===== config.mk =====
export PLATFORM = sky130hd
export DESIGN_NAME = cache_miss_controller
export DESIGN_NICKNAME = d
export VERILOG_FILES = /design/src/rtl/cache_pkg.sv /design/src/rtl/cache_burst_seq.sv /design/src/rtl/cache_miss_controller.sv
export SDC_FILE = /design/constraint.sdc
export NUM_CORES = 1
export LEC_CHECK = 0
export ABC_AREA = 1
export BUFFER_PORTS_ARGS = -buffer_cell sky130_fd_sc_hd__buf_2
export CORE_ASPECT_RATIO = 0.8
export CORE_MARGIN = 2
export CORE_UTILIZATION = 24
export CTS_BUF_LIST = sky130_fd_sc_hd__clkbuf_4 sky130_fd_sc_hd__clkbuf_8 sky130_fd_sc_hd__clkbuf_16
export DETAILED_ROUTE_END_ITERATION = 8
export GPL_TIMING_DRIVEN = 0
export PLACE_DENSITY = 0.48
export RECOVER_POWER = 25
export SYNTH_ARGS = -nofsm -noshare
export SYNTH_HDL_FRONTEND = slang
export SYNTH_HIERARCHICAL = 1
export SYNTH_SLANG_ARGS = --single-unit

===== constraint.sdc =====
create_clock -name clk -period 4.9 [get_ports clk]
set_input_delay 0.49 -clock clk [delete_from_list [all_inputs] [get_ports clk]]
set_output_delay 0.49 -clock clk [all_outputs]
set_load 0.02 [all_outputs]

===== src/rtl/cache_pkg.sv =====
// Shared types and address helpers for the data-cache miss controller.
// Address layout: {tag, set, word, 2'b00}.
package cache_pkg;

   localparam int CACHE_TAG_W  = 24;
   localparam int CACHE_SET_W  = 4;
   localparam int CACHE_OFF_W  = 4;
   localparam int CACHE_WORD_W = CACHE_OFF_W - 2;
   localparam int WORDS        = 2 ** CACHE_WORD_W;

   typedef enum logic [1:0] {
      IDLE,
      LOOKUP,
      WRITEBACK,
      REFILL
   } ctrl_state_t;

   function automatic logic [CACHE_TAG_W-1:0] addr_tag(input logic [31:0] a);
      return a[31 -: CACHE_TAG_W];
   endfunction

   function automatic logic [CACHE_SET_W-1:0] addr_set(input logic [31:0] a);
      return a[CACHE_OFF_W +: CACHE_SET_W];
   endfunction

   function automatic logic [CACHE_WORD_W-1:0] addr_word(input logic [31:0] a);
      return a[2 +: CACHE_WORD_W];
   endfunction

   function automatic logic [31:0] mk_addr(input logic [CACHE_TAG_W-1:0]  tag,
                                           input logic [CACHE_SET_W-1:0]  set,
                                           input logic [CACHE_WORD_W-1:0] word);
      return {tag, set, word, 2'b00};
   endfunction

endpackage


===== src/rtl/cache_burst_seq.sv =====
// Word counter and memory handshake for one line-sized burst.
// mem_req follows the burst state directly, so consecutive words have no request gap.
module cache_burst_seq
   import cache_pkg::*;
#(
   parameter int CNT_W = CACHE_WORD_W
) (
   input  logic             clk,
   input  logic             resetn,
   input  logic             start,
   input  logic             active,
   input  logic             mem_ack,
   output logic [CNT_W-1:0] cnt,
   output logic             mem_req,
   output logic             beat,
   output logic             last
);

   logic [CNT_W-1:0] cnt_q;

   always_ff @(posedge clk or negedge resetn) begin
      if (!resetn) begin
         cnt_q <= '0;
      end else if (start) begin
         cnt_q <= '0;
      end else if (beat) begin
         cnt_q <= cnt_q + 1'b1;
      end
   end

   assign cnt     = cnt_q;
   assign mem_req = active;
   assign beat    = active && mem_ack;
   assign last    = beat && (cnt_q == {CNT_W{1'b1}});

endmodule


===== src/rtl/cache_miss_controller.sv =====
// Sequencing FSM for a 4-way write-back, write-allocate data cache:
// lookup, optional dirty-victim writeback, refill, install, re-lookup.
module cache_miss_controller
   import cache_pkg::*;
#(
   parameter int TAG_WIDTH    = CACHE_TAG_W,
   parameter int SET_WIDTH    = CACHE_SET_W,
   parameter int OFFSET_WIDTH = CACHE_OFF_W
) (
   input  logic                    clk,
   input  logic                    resetn,
   input  logic                    cpu_req,
   input  logic                    cpu_we,
   input  logic [31:0]             cpu_addr,
   input  logic [31:0]             cpu_wdata,
   output logic                    cpu_ready,
   output logic [31:0]             cpu_rdata,
   input  logic                    lk_hit,
   input  logic                    lk_dirty,
   input  logic [TAG_WIDTH-1:0]    lk_victim_tag,
   input  logic [31:0]             lk_rdata,
   output logic [TAG_WIDTH-1:0]    arr_tag,
   output logic [SET_WIDTH-1:0]    arr_set,
   output logic [OFFSET_WIDTH-3:0] arr_offset,
   output logic                    arr_we,
   output logic [31:0]             arr_wdata,
   output logic                    arr_mark_dirty,
   output logic                    arr_fill,
   output logic                    repl_en,
   output logic                    mem_req,
   output logic                    mem_we,
   output logic [31:0]             mem_addr,
   output logic [31:0]             mem_wdata,
   input  logic [31:0]             mem_rdata,
   input  logic                    mem_ack
);

   ctrl_state_t state, state_nx;

   logic [31:0]             addr_q;
   logic [31:0]             wdata_q;
   logic                    we_q;
   logic [TAG_WIDTH-1:0]    vtag_q;
   logic                    refilled_q;

   logic [OFFSET_WIDTH-3:0] cnt;
   logic                    bursting;
   logic                    beat;
   logic                    last;

   assign bursting = (state == WRITEBACK) || (state == REFILL);

   cache_burst_seq #(.CNT_W(OFFSET_WIDTH-2)) u_burst (
      .clk     (clk),
      .resetn  (resetn),
      .start   (state == LOOKUP),
      .active  (bursting),
      .mem_ack (mem_ack),
      .cnt     (cnt),
      .mem_req (mem_req),
      .beat    (beat),
      .last    (last)
   );

   always_ff @(posedge clk or negedge resetn) begin
      if (!resetn) begin
         state <= IDLE;
      end else begin
         state <= state_nx;
      end
   end

   // Request latches; the victim tag is captured on the lookup that chose to write back
   always_ff @(posedge clk or negedge resetn) begin
      if (!resetn) begin
         addr_q     <= '0;
         wdata_q    <= '0;
         we_q       <= 1'b0;
         vtag_q     <= '0;
         refilled_q <= 1'b0;
      end else begin
         if (state == IDLE && cpu_req) begin
            addr_q  <= cpu_addr;
            wdata_q <= cpu_wdata;
            we_q    <= cpu_we;
         end
         if (state == LOOKUP && !lk_hit && lk_dirty) begin
            vtag_q <= lk_victim_tag;
         end
         if (state == REFILL && last) begin
            refilled_q <= 1'b1;
         end else if (state == LOOKUP) begin
            refilled_q <= 1'b0;
         end
      end
   end

   always_comb begin
      state_nx       = state;
      cpu_ready      = 1'b0;
      cpu_rdata      = '0;
      arr_tag        = addr_tag(addr_q);
      arr_set        = addr_set(addr_q);
      arr_offset     = '0;
      arr_we         = 1'b0;
      arr_wdata      = '0;
      arr_mark_dirty = 1'b0;
      arr_fill       = 1'b0;
      repl_en        = 1'b0;
      mem_we         = 1'b0;
      mem_addr       = '0;
      mem_wdata      = '0;
      case (state)
         IDLE: begin
            if (cpu_req) state_nx = LOOKUP;
         end
         LOOKUP: begin
            arr_offset = addr_word(addr_q);
            if (lk_hit) begin
               cpu_ready = 1'b1;
               if (we_q) begin
                  arr_we         = 1'b1;
                  arr_wdata      = wdata_q;
                  arr_mark_dirty = 1'b1;
               end else begin
                  cpu_rdata = lk_rdata;
               end
               state_nx = IDLE;
            end else if (lk_dirty) begin
               state_nx = WRITEBACK;
            end else begin
               state_nx = REFILL;
            end
         end
         WRITEBACK: begin
            arr_offset = cnt;
            mem_we     = 1'b1;
            mem_addr   = mk_addr(vtag_q, addr_set(addr_q), cnt);
            mem_wdata  = lk_rdata;
            if (last) state_nx = REFILL;
         end
         REFILL: begin
            arr_offset = cnt;
            mem_addr   = mk_addr(addr_tag(addr_q), addr_set(addr_q), cnt);
            if (beat) begin
               arr_we    = 1'b1;
               arr_wdata = mem_rdata;
            end
            if (last) begin
               arr_fill = 1'b1;
               repl_en  = 1'b1;
               state_nx = LOOKUP;
            end
         end
         default: state_nx = IDLE;
      endcase
   end

   // A freshly installed line must hit on the re-lookup
   a_refill_hits: assert property (@(posedge clk) disable iff (!resetn)
      (state == LOOKUP && refilled_q) |-> lk_hit);

endmodule


### Word level (Yosys, flattened, before mapping)

Cells that the tools add are included.
Widths: inputs -> output; s select.

* add/subtract/negate cells: 1
* equal/unequal tests: 7
* muxes and demuxes: 28
* reductions and logical operators: 11

Operators by type and width (number)
* $mux 32: 7
* $pmux 32 s2: 2
* $mux 2: 6
* $mux 1: 10
* $pmux 2 s4: 1
* $eq 2x2->1 const B: 3
* $ne 2x2->1 const B: 3
* $logic_and 1x1->1: 5
* $pmux 2 s2: 1
* $reduce_and 3->1: 1
* $add 2x1->2 const B: 1
* $eq 2x1->1 const B: 1
* $logic_not 2->1: 1
* $pmux 1 s2: 1
* $reduce_bool 2->1: 1
* $reduce_or 2->1: 1
* $logic_not 1->1: 1
* $logic_or 1x1->1: 1

* register bits after elaboration: 93
* bits of input ports: 159
* output and inout port bits: 165
* logic and storage cells: 53

### Logic depth before layout (Yosys ltp)

* word-level depth: 6
* depth in mapped cells: 13
* gate-level depth less buffers: 12

### Hierarchy

The synthesis kept the hierarchy.

By module, submodules not included
* cache_miss_controller: times used 1, cells each 792, area an instance 5312.6 um2, sequential area each 2227.1 um2
* cache_burst_seq: times used 1, cells each 19, area an instance 133.9 um2, sequential area each 50.0 um2

### Worst setup path before layout

Ideal clock, no wire load.

* path type: flip-flop to output port
* from: reg state[0]
* to: out arr_wdata[0]
* arrival: 2070 ps
* required time: 4410 ps
* path slack: 2340 ps
* cell stages (with the launch flop): 13
* path buffers: 2
* cell sequence: dfrtp_1 > inv_1 > ha_1 > nor2_4 > clkbuf_2 > inv_1 > nand2_2 > inv_1 > nand2_1 > inv_1 > buf_2 > nand2_1 > a21oi_1

* longest elaborated chain between the ends: 5

Ends and longest elaborated chain
* from (decl): line cache_miss_controller.sv:38 `ctrl_state_t state, state_nx;`
* from (signal assigned): line cache_miss_controller.sv:69 `state <= state_nx;`
* $eq 2x2->1: line cache_miss_controller.sv:51 `assign bursting = (state == WRITEBACK) || (state == REFILL);`
* $logic_or 1x1->1 (*): line cache_miss_controller.sv:51
* named net bursting: line cache_miss_controller.sv:47 `logic bursting;`
* $logic_and 1x1->1 (*): line cache_burst_seq.sv:33 `assign beat = active && mem_ack;`
* named net beat: line cache_miss_controller.sv:48 `logic beat;`
* $mux 32 (*): line cache_miss_controller.sv:145 `if (beat) begin`
* $pmux 32 s2 (*): line cache_miss_controller.sv:113 `case (state)`
* to (decl): line cache_miss_controller.sv:26 `output logic [31:0] arr_wdata,`

Mark *: on every way through the listed nets, which the timed path passes. The rest lies on a longest branch.

### Worst setup path after layout

* from: reg state[0]
* to: out arr_wdata[7]

The elaborated chain is that of the path after synthesis.

==> results.py <==
metrics = {
    "outcome": {
        "status": "finished, violations left",
        "violations": "capacitance limit, slew limit",
    },
    "critical_path": {
        "crit_path_max_fanout": 10,
        "reg2reg_from": "state[0]",
        "rrSetupSlack_ns": 2.72,
        "start_kind": "register",
        "criticalPathCategory": "reg2out",
        "crit_arrival_ns": 2.96,
        "r2r.worst_path.cells": 13,
        "r2r-end": "state[0]",
        "cp-end-kind": "output pin",
        "cp.required_ns": 4.41,
    },
    "timing": {
        "fin_crit_sh_pct": 70.3,
        "relSlewSlack_pct": -50.8,
        "timing.fmax_ghz": 0.290,
        "rsz0062_at_grt": "false",
        "tightestPinTransition_ns": 2.26,
        "finalSetupViolations": 0,
        "skew_ns": 0.00995,
        "tns_ns": 0,
        "drv_slew": 42,
        "finalCriticalPeriod_ns": 3.45,
        "hold_viol": 0,
    },
    "synth": {
        "yosys_warnings": 6,
        "netlist_top_cells_area": "dfrtp_1 42%, nand2_1 22%, inv_1 7.6%",
        "ys_seq_elements": 91,
        "synth_edf_count": 0,
        "syn_inst": 811,
        "synth_cell_type_count": 18,
        "async_flop_share_pct": 100,
        "synth_top_area_share_pct": 41.8,
        "syn_area_sq_mm": 0.00545,
        "seq_area_frac_synth_pct": 41.8,
        "avgSynthCellArea_sq_um": 6.72,
        "ys.flop_type": "dfrtp_1",
        "yosysTopAreaCell": "dfrtp_1",
    },
    "route": {
        "drt-wirelength-per-cell_microns": 14.5,
        "vias_per_cell": 4.19,
        "drtIter0Drc": 295,
        "ant_nets": 0,
        "vias": 6093,
        "dr.pass1.iters": 4,
        "drt_wl_total_microns": 21000,
        "post-route-drc-count": 0,
    },
    "cts": {
        "postCtsSetupRepairBufs": 0,
        "cts_sinks": 91,
        "cts-root-buf": "clkbuf_16",
        "cts_hold_buf": 0,
        "path_clk_slew_ns": 0.07,
        "clkLatencyLatePin_ns": 0.36,
        "cts_tree": "done",
        "cts_htree_levels": 3,
        "cts-resized-gates": 0,
        "clockBufferDepth": 2,
        "cts_buffers": 9,
    },
    "global_route": {
        "grt_pass1_wl_microns": 31100,
        "grt_use_met2_pct": 27.2,
        "grt_max_degree": 52,
        "use_met1_pct": 22.7,
        "grt-busiest-layer": "met2",
        "grt_usage_pct": 17.0,
        "antenna_found_initial": 2,
        "grt_pass1_vias": 5667,
        "grt_remaining_overflow": 0,
        "use_met3_pct": 4.42,
    },
    "worst_hold_path": {
        "min_path_cells": 3,
        "hp-start": "cpu_wdata[3]",
        "worstHoldPathType": "in2reg",
        "hold_end": "wdata_q[3]",
    },
    "die": {
        "start_util_pct": 24.3,
        "die_x_microns": 172,
        "dieHeight_microns": 139,
        "fp-row-count": 49,
        "core_sq_mm": 0.0224,
        "dieArea_sq_mm": 0.0239,
        "ioPinCount": 324,
    },
    "job": {
        "max_cap_violations": 1,
    },
    "place": {
        "place_congestion": 0.823,
        "port_buffers": 318,
        "hpwl_microns": 16600,
    },
    "final_layout": {
        "drive_above_1_share_pct": 35.0,
        "fillCellCount": 2528,
        "num-nets-final": 1309,
        "syn_to_final_growth_pct": 41.9,
        "multi_input_area_sq_mm": 0.00227,
        "regArea_sq_mm": 0.00228,
    },
    "power": {
        "power_leakage_uw": 0.00485,
        "power_uw": 3900,
        "peakVddDrop_mv": 0.198,
        "power.density_mw_per_mm2": 505,
    },
}
## synthesized netlist by cell type, types with 3 or more instances
master      n
nand2_1   321
inv_1     110
dfrtp_1    91
nand3_1    68
o21ai_0    49
nor2_1     40
buf_4      37
a21oi_1    36
buf_2      22
clkbuf_1   17
ha_1        8
nand2_2     3
## metal layers
| metal | wire length (microns) | vias up |
|---|---|---|
| met5 | 0 | - |
| met4 | 368 | 0 |
| met3 | 1650 | 22 |
| met2 | 9590 | 228 |
| met1 | 9450 | 2768 |
| li1 | - | 3075 |
## sequential cells by signal, indices dropped and copies added (netlist names)
signal	cells
addr_q	30
state	2
u_burst/cnt	2
vtag_q	24
wdata_q	32
we_q	1
## worst max-delay path by stage
stage	start	to	slack (ns)	cells past startpoint
floorplan	state[0]	arr_wdata[0]	2.34	12
global placement	state[0]	arr_wdata[7]	1.78	13
detailed placement	state[0]	arr_wdata[7]	1.77	13
CTS	state[0]	arr_wdata[7]	1.38	13
global route	resetn	wdata_q[27]	1.02	2
finish	state[0]	arr_wdata[7]	1.45	13
## stage by stage
| stage | setup WS, ns | hold slack (ns) | util [%] | instance area (sq um) | cells |
|---|---|---|---|---|---|
| final | 1.45 | 0.364 | 34.5 | 7730 | 1455 |
| after global routing | 1.02 | 0.358 | 34.5 | 7730 | 1455 |
| after CTS | 1.38 | 0.145 | 34.6 | 7750 | 1453 |
| after detailed placement | 1.77 | 0.459 | 33.3 | 7450 | 1437 |
| after global placement | 1.78 | 0.456 | 33.2 | 7420 | 1436 |
| after floorplan | 2.34 | 0.194 | - | 5450 | 812 |
## cell type report
| class | instances | area share [%] |
|---|---|---|
| Antenna cell | 2 | 0.0647 |
| Buffer | 81 | 6.30 |
| Clock buffer | 11 | 3.27 |
| Clock inverter | 5 | 0.567 |
| Inverter | 111 | 5.39 |
| Multi-Input combinational cell | 529 | 29.4 |
| Sequential cell | 91 | 29.5 |
| Tap cell | 306 | 4.95 |
| Timing Repair Buffer | 319 | 20.6 |
## power by group
part	switching (uW)	internal, uW
sequential	241	1100
combinational	1190	664
clock	326	380
## worst max-delay path: stages (launching register included)
cell and delay [ns]:
dfrtp_1 0.45, inv_1 0.14, ha_1 0.36, nor2_4 0.10, clkbuf_2 0.22, inv_1 0.16, nand2_2 0.11, inv_1 0.08
nand2_1 0.05, inv_1 0.22, buf_2 0.26, nand2_1 0.07, a21oi_1 0.20, buf_2 0.20
## cells in the final DEF (no fill, tap or decap), drive strengths merged
cell type,Yosys,layout
buf,63,380
diode,0,2
inv,111,114
conb,1,2
nand2,324,324
nor2,42,42
dfrtp,91,91
a21oi,36,36
ha,8,8
clkbuf,18,31
nand3,68,68
clkinv,0,2
o21ai,49,49
## cells by family (layout without fill, tap and decap cells)
family | after synthesis | count (layout) | share of synthesized area, %
AO/OA/AOI/OAI | 85 | 85 | 7.81
adder cells (fa/ha/maj) | 8 | 8 | 1.84
buffers and inverters | 192 | 527 | 16.6
flip-flops | 91 | 91 | 41.8
other | 1 | 4 | 0.0689
AND/OR/NAND/NOR | 434 | 434 | 31.9
(Power assumes the default switching activity.)
